### src/rtl/sort_pkg.sv
// Shared definitions for the 4-input descending sorter and its upstream
// frame loader.
//   DEFAULT_W   : default data word width (matches the sorter operand width)
//   FRAME_WORDS : number of serial words packed into one sorter frame
//   FILL_CNT_W  : width of the fill counter, which must represent 0..FRAME_WORDS
package sort_pkg;

  localparam int DEFAULT_W   = 16;
  localparam int FRAME_WORDS = 4;
  localparam int FILL_CNT_W  = 3;

  localparam logic [FILL_CNT_W-1:0] FILL_FULL = FILL_CNT_W'(FRAME_WORDS);

endpackage

### src/rtl/sort_frame_loader.sv
// sort_frame_loader: packs a serial valid/ready word stream into frames of
// four words and presents each frame as four registered, stable words for the
// combinational sorter. A fill buffer collects the next frame while the
// current frame waits in the output register for the consumer.
//
// Ports:
//   clk        : system clock, rising edge
//   rst        : asynchronous, active-high reset
//   flush      : synchronous discard of the partially filled (or full) buffer
//   in_valid   : in_data is valid this cycle
//   in_ready   : loader accepts in_data this cycle (registered state only)
//   in_data    : serial input word
//   frm_valid  : a/b/c/d hold a complete frame
//   frm_ready  : consumer takes the frame this cycle
//   a,b,c,d    : frame words in arrival order (a first, d last)
//   fill_level : words currently held in the fill buffer, 0..4
module sort_frame_loader
  import sort_pkg::*;
#(
  parameter int W = DEFAULT_W
) (
  input  logic                  clk,
  input  logic                  rst,
  input  logic                  flush,
  input  logic                  in_valid,
  output logic                  in_ready,
  input  logic [W-1:0]          in_data,
  output logic                  frm_valid,
  input  logic                  frm_ready,
  output logic [W-1:0]          a,
  output logic [W-1:0]          b,
  output logic [W-1:0]          c,
  output logic [W-1:0]          d,
  output logic [FILL_CNT_W-1:0] fill_level
);

  logic [W-1:0]          w [FRAME_WORDS];
  logic [FILL_CNT_W-1:0] fill_cnt;
  logic                  full;
  logic                  accept;
  logic                  transfer;
  logic                  drain;

  assign full       = (fill_cnt == FILL_FULL);
  assign in_ready   = !full;
  assign fill_level = fill_cnt;

  // in_ready is low whenever the buffer is full, so accept and transfer
  // are mutually exclusive by construction.
  assign accept   = in_valid && in_ready && !flush;
  assign transfer = full && (!frm_valid || frm_ready) && !flush;
  // Flush leaves the output side alone, so a presented frame still drains.
  assign drain    = frm_valid && frm_ready && !transfer;

  always_ff @(posedge clk or posedge rst) begin
    if (rst) begin
      for (int i = 0; i < FRAME_WORDS; i++) begin
        w[i] <= '0;
      end
      fill_cnt  <= '0;
      a         <= '0;
      b         <= '0;
      c         <= '0;
      d         <= '0;
      frm_valid <= 1'b0;
    end else begin
      // Output frame register
      if (transfer) begin
        a         <= w[0];
        b         <= w[1];
        c         <= w[2];
        d         <= w[3];
        frm_valid <= 1'b1;
      end else if (drain) begin
        frm_valid <= 1'b0;
      end

      // Fill buffer; flush outranks both transfer and accept
      if (flush || transfer) begin
        fill_cnt <= '0;
      end else if (accept) begin
        for (int i = 0; i < FRAME_WORDS; i++) begin
          if (fill_cnt == FILL_CNT_W'(i)) begin
            w[i] <= in_data;
          end
        end
        fill_cnt <= fill_cnt + 1'b1;
      end
    end
  end

endmodule

### config.mk
export PLATFORM = sky130hd
export DESIGN_NAME = sort_frame_loader
export DESIGN_NICKNAME = d
export VERILOG_FILES = /design/src/rtl/sort_pkg.sv /design/src/rtl/sort_frame_loader.sv
export SDC_FILE = /design/constraint.sdc
export NUM_CORES = 1
export LEC_CHECK = 0
export CAP_MARGIN = 20
export CORE_MARGIN = 4
export CORE_UTILIZATION = 40
export CTS_BUF_LIST = sky130_fd_sc_hd__clkbuf_8
export DETAILED_ROUTE_END_ITERATION = 7
export GPL_TIMING_DRIVEN = 1
export PLACE_DENSITY = 0.62
export SETUP_SLACK_MARGIN = 0.05
export SLEW_MARGIN = 25
export SYNTH_ARGS = -nofsm -noshare
export SYNTH_HDL_FRONTEND = slang
export SYNTH_SLANG_ARGS = --single-unit
### constraint.sdc
create_clock -name clk -period 3.9 [get_ports clk]
set_input_delay 0.39 -clock clk [delete_from_list [all_inputs] [get_ports clk]]
set_output_delay 0.39 -clock clk [all_outputs]
set_load 0.02 [all_outputs]
==> run metrics, run 1 <==
outcome finished clean; Area Overhead vs Synth 26.71%; CP cell instances inv_1 > ha_1 > nand2_2 > clkdlybuf4s50_1; simple-gate share of the synthesized area 0.01484; # IOs 90; minimum clock period 2.313 ns; FMAX 432.3 MHz; Hold WC Path Type input port to async pin; commonest cells in the netlist dfrtp_1 (132), mux2_2 (69), mux2_1 (49), mux2_4 (10), buf_6 (7); VDD IR max 0.2816 mV; core area 0.01262 mm^2; largest net degree at the start of global routing 107; slew at the pin closest to its max-slew limit 0.9545 ns; share of cells above drive strength 1 0.2836; clk_lat worst skew 0.42 ns; adder-cell share of the synthesized area 0.01216; PwrDens 727.1 mW/mm^2; FILL cells 1102; Worst path slowest cell clkdlybuf4s50_1; Die Span X 121.4 um; arrival time worst endpoint 1.92 ns; Placement Setup Slack 1.310 ns; main combinational cell family by area after synthesis multiplexers; die area 0.01474 mm^2; DRT iter0 DRCs 128; Rows 41; cell count after placement 550; CTS Root Cell clkbuf_8; Antenna diodes 0; Routed WL 9584 um; count leader, synth dfrtp_1; global-route usage over all layers 0.1418; P_leak 2.967 nW; Avg Vias per Cell 4.740; Post-Synthesis Cell Area 0.005144 mm^2; Synth top area share 0.6422; Port-buffer cells 89; setup TNS 0 ns; Avg Inst Size Synth 17.09 um^2; cell accounting for the most synthesized area dfrtp_1; Synth Register Bits 132; vias 2754; top_reg_cell synth dfrtp_1; Initial Util 0.4076; DPL Wire Length 6114 um; Clk pin slew, worst setup/hold paths 0.07 ns; yosys warns 0; ANT nets after route 0; vias in the first global route 2931; Startpoint Class register; Sink Count 132; Async S/R FF share, synth 1.000; multiplexer share of the synthesized area 0.2895; Placer Congestion 0.6870; crit end category output port; antenna violations before repair 0; clk buf depth 2; critical path type register to output port; Synth Area in Compound Gates 0.004378; Crit path largest cell delay 0.62 ns; Data required, critical path 3.51 ns; Max Transition Viols Final 0; RSZ-0062 raised after global routing false; CTS tree done; crit-path max FO 5; first-pass GRT wire length 15730 um; grt ovf 0; final number of hold-violating endpoints 0; Setup WS post-layout 1.587 ns; drt wl/cell 16.50 um; non-filler cells, final 581; CTS Buf Count 17; top cells by area, synth dfrtp_1 (64%), mux2_2 (15%), mux2_1 (11%); H-Tree Level Count 4; DRC violation count after routing 0; Worst Skew 0.006229 ns; hold buffer count at CTS 0; synth unique cells 23; Setup Buffers After CTS 0; number of synthesized flops with an enable pin 0; Gate Count Post-Synth 301; Net Count, Synth 327; final setup vio count 0; fin nets 423; fraction of the yosys area taken by sequential cells 0.6422; MaxCap Viol Count 0; post-synthesis xor/xnor area fraction 0.001703; Final period util 0.5932; die span in y 121.4 um; cts repair resizes 0; TritonRoute pass-1 iters 4; Rel. slew slack 0.3637
metal layers:
metal	up-vias	wire, um	global-route usage	part of all wire
met5	-	0	0	0
met4	0	132	0.05252	0.014
met3	11	490	0.04895	0.051
met2	68	4566	0.2142	0.48
met1	1426	4393	0.1895	0.46
li1	1249	-	-	-
logic make-up after synthesis:
family                     after synthesis
AOI/OAI and AO/OA                        3
muxes                                  129
and+or+nand+nor                         12
xor gates and xnor gates                 1
buffers and inverters                   19
DFF                                    132
adders and majority gates                5
power breakdown:
group	leakage (nW)	switching (mW)	internal, mW
Sequential	1.69	0.268	1.87
Clock	0.209	0.491	0.633
Combinational	1.07	0.647	0.827
Total	2.97	1.41	3.33
state kept, by name, indices dropped and copies added (netlist names):
name	count
frm_valid	1
c	16
a	16
d	16
fill_level	3
b	16
w	64
final timing paths:
check / startpoint / depth (start not counted) / end / slack (ns)
min in group clk: c[6] / 1 / c[6] / 0.48
max in group asynchronous: rst / 3 / c[2] / 2.58
worst max register to register: fill_level[0] / 6 / b[13] / 1.61
worst min-delay path: rst / 2 / frm_valid / 0.40
worst min register to register: c[6] / 1 / c[6] / 0.48
worst max-delay path: fill_level[0] / 4 / in_ready / 1.59
critical path: cells and delay by family, from the launching register on:
family        cells  cell delay [ns]
flops             1             0.44
simple gates      1             0.12
buf+inv           2             0.71
fa+ha+maj         1             0.24
layout make-up:
type	instances	area, um^2	area share
clock buffer	18	247.7	0.03801
clock inverter	13	141.4	0.02169
inverter	4	18.77	0.002880
multi-input combinational	150	1665	0.2555
sequential	132	3303	0.5068
tap	172	215.2	0.03302
timing repair buffer	92	925.9	0.1421
cell usage in the layout, fill, tap and decap left out:
master | Yosys | final
ha_1 | 5 | 5
nand2_2 | 1 | 1
mux2i_1 | 1 | 1
a211oi_1 | 1 | 1
buf_4 | 3 | 2
xnor2_1 | 1 | 1
nor2b_1 | 1 | 1
mux2_1 | 49 | 49
a21boi_0 | 1 | 1
o21bai_1 | 1 | 1
and4b_1 | 1 | 1
or2_2 | 1 | 1
nor2_1 | 3 | 3
clkdlybuf4s50_1 | 0 | 89
clkinv_2 | 0 | 8
buf_12 | 0 | 1
and2_1 | 3 | 3
dfrtp_1 | 132 | 132
mux2_4 | 10 | 10
inv_1 | 4 | 4
nor3_4 | 0 | 1
nor3b_1 | 1 | 1
bufinv_16 | 0 | 3
clkinvlp_4 | 0 | 2
clkbuf_8 | 0 | 18
mux2_2 | 69 | 69
per-stage QoR:
step / area [um^2] / power (mW) / hold slack, ns / util
6_report: 6518 / 4.739 / 0.3954 / 0.5165
5_1_grt: 6518 / 5.024 / 0.4224 / 0.5165
4_1_cts: 6518 / 4.822 / 0.3899 / 0.5165
3_5_place_dp: 6128 / 3.676 / 0.4737 / 0.4856
3_3_place_gp: 6128 / 3.629 / 0.4674 / 0.4856
2_1_floorplan: 5147 / 2.936 / 0.4602 / -
(Power assumes the default switching activity.)
==> run 2: changes to the inputs <==
- PLACE_DENSITY: 0.62 -> 0.59
- clock period: 3.9 -> 2.2 ns (I/O delays scaled with it)
==> run 2 against run 1 <==
Design area is 2.5% higher. Via count grew 1.3%. Clock-buffer cell count grew 2. Setup slack lost 1.4 ns. Hold slack got worse by 0.26 ns. Power grew 82%. Critical path type unchanged.
==> run metrics, run 2 (synthesis gave the netlist of run 1 again) <==
FILL cells 1093 (-0.82%); max FFs per register 64 (unchanged); Final period util 0.9208; crit end category output port; Data required, critical path 1.98 ns (-1.53 ns); setup TNS 0 ns (unchanged); Avg Vias per Cell 4.721 (-0.41%); slew at the pin closest to its max-slew limit 0.5127 ns (-0.4418 ns); Area Overhead vs Synth 29.87%; Final Util 0.5293 (+0.01289); Startpoint Class register; largest net degree at the start of global routing 71 (-34%); FMAX 493.7 MHz; Placement Setup Slack 0.2423 ns (-1.068 ns); VDD IR max 0.6295 mV (+120%); RSZ-0062 raised after global routing false; critical path type register to output port; H-Tree Level Count 4 (unchanged); max layer used met4; FF-to-FF path depth 6 (unchanged); met2 WL 4405 um (-3.5%); final number of hold-violating endpoints 0 (unchanged); Rows 41 (unchanged); ANT nets after route 0 (unchanged); Setup Buffers After CTS 0 (unchanged); PwrDens 1290 mW/mm^2 (+77%); met1 wire length 4533 um (+3.2%); Worst Skew 0.009614 ns (+0.003384 ns); Placer Congestion 0.7222 (+5.1%); DPL Wire Length 6494 um (+6.2%); CTS Buf Count 17 (unchanged); hold buffer count at CTS 0 (unchanged); CTS tree done; Port-buffer cells 89 (unchanged); CTS Root Cell clkbuf_8; die span in y 121.4 um (unchanged); fin nets 432 (+2.1%); register area 0.003303 mm^2 (unchanged); arrival time worst endpoint 1.81 ns (-0.11 ns); Setup WS post-layout 0.1743 ns (-1.412 ns); core area 0.01262 mm^2 (unchanged); Initial Util 0.4076 (unchanged); DRC violation count after routing 0 (unchanged); outcome finished clean; Clk pin slew, worst setup/hold paths 0.07 ns (about the same); most frequent cells in the layout dfrtp_1 (132), clkdlybuf4s50_1 (89), mux2_2 (69); P_leak 3.052 nW (+2.9%); cts repair resizes 0 (unchanged); first-pass GRT wire length 15860 um (+0.88%); met3 wire len 594 um (+21%); global-route usage over all layers 0.1427 (+0.0009285); largest reg by FF count w; final setup vio count 0 (unchanged); non-filler cells, final 591 (+1.7%); MaxCap Viol Count 0 (unchanged); drt wl/cell 16.31 um (-1.1%); clk_lat worst skew 0.42 ns (about the same); # IOs 90 (unchanged); cell count after placement 559 (+1.6%); Antenna diodes 0 (unchanged); multi-input logic area 0.001665 mm^2 (unchanged); share of cells above drive strength 1 0.3007 (+0.01710); vias 2790 (+1.3%); clk buf depth 2 (unchanged); antenna violations before repair 0 (unchanged); crit-path max FO 4 (-1); Die Span X 121.4 um (unchanged); grt ovf 0 (unchanged); Routed WL 9642 um (+0.61%); Max Transition Viols Final 0 (unchanged); worst hold slack 0.1338 ns (-0.2617 ns); most common cell after layout, fill and taps aside dfrtp_1; Rel. slew slack 0.6551 (+0.2915); Hold WC Path Type input port to async pin; TritonRoute pass-1 iters 4 (unchanged); vias in the first global route 3020 (+3.0%); die area 0.01474 mm^2 (unchanged); DRT iter0 DRCs 86 (-33%); minimum clock period 2.026 ns; Sink Count 132 (unchanged)
run 2: cell count changes in the layout (fill, tap and decap cells not counted), sizes merged:
cell,change
buf,+9
clkbuf,+2
bufinv,+1
clkinv,-1
clkinvlp,-1
run 2: power breakdown:
part	internal, mW	switching [mW]
Combinational	1.49	1.17
Sequential	3.32	0.473
Clock	1.31	0.860
Total	6.12	2.50
run 2: metrics by stage:
step	total power, mW	area [um^2]
after floorplan	5.205	5147
after global placement	6.476	6246
after detailed placement	6.552	6246
after CTS	8.775	6680
after global routing	9.112	6680
final	8.620	6680
run 2: critical path: stages (launching register included):
cell and delay [ns]:
dfrtp_1 0.35, inv_1 0.06, ha_1 0.23, nand2_2 0.12
clkdlybuf4s50_1 0.62
run 2: worst paths after layout:
path | start | slack, ns | end
min reg2reg | d[2] | 0.48 | d[2]
max | fill_level[0] | 0.17 | in_ready
max reg2reg | fill_level[0] | 0.31 | b[14]
max in group asynchronous | rst | 1.41 | c[9]
min in group clk | in_valid | 0.45 | fill_level[2]
min | rst | 0.13 | c[14]
run 2: layout make-up:
class                      instances  area share
tap                              172     0.03222
multi-input combinational        150      0.2493
inverter                           4    0.002810
timing repair buffer             101      0.1562
clock buffer                      20     0.04121
sequential                       132      0.4945
clock inverter                    12     0.02379
run 2: per-layer routing:
layer,vias up,GRT usage
met5,-,0
met4,0,0.04832
met3,8,0.06247
met2,71,0.2090
met1,1445,0.1899
li1,1266,-
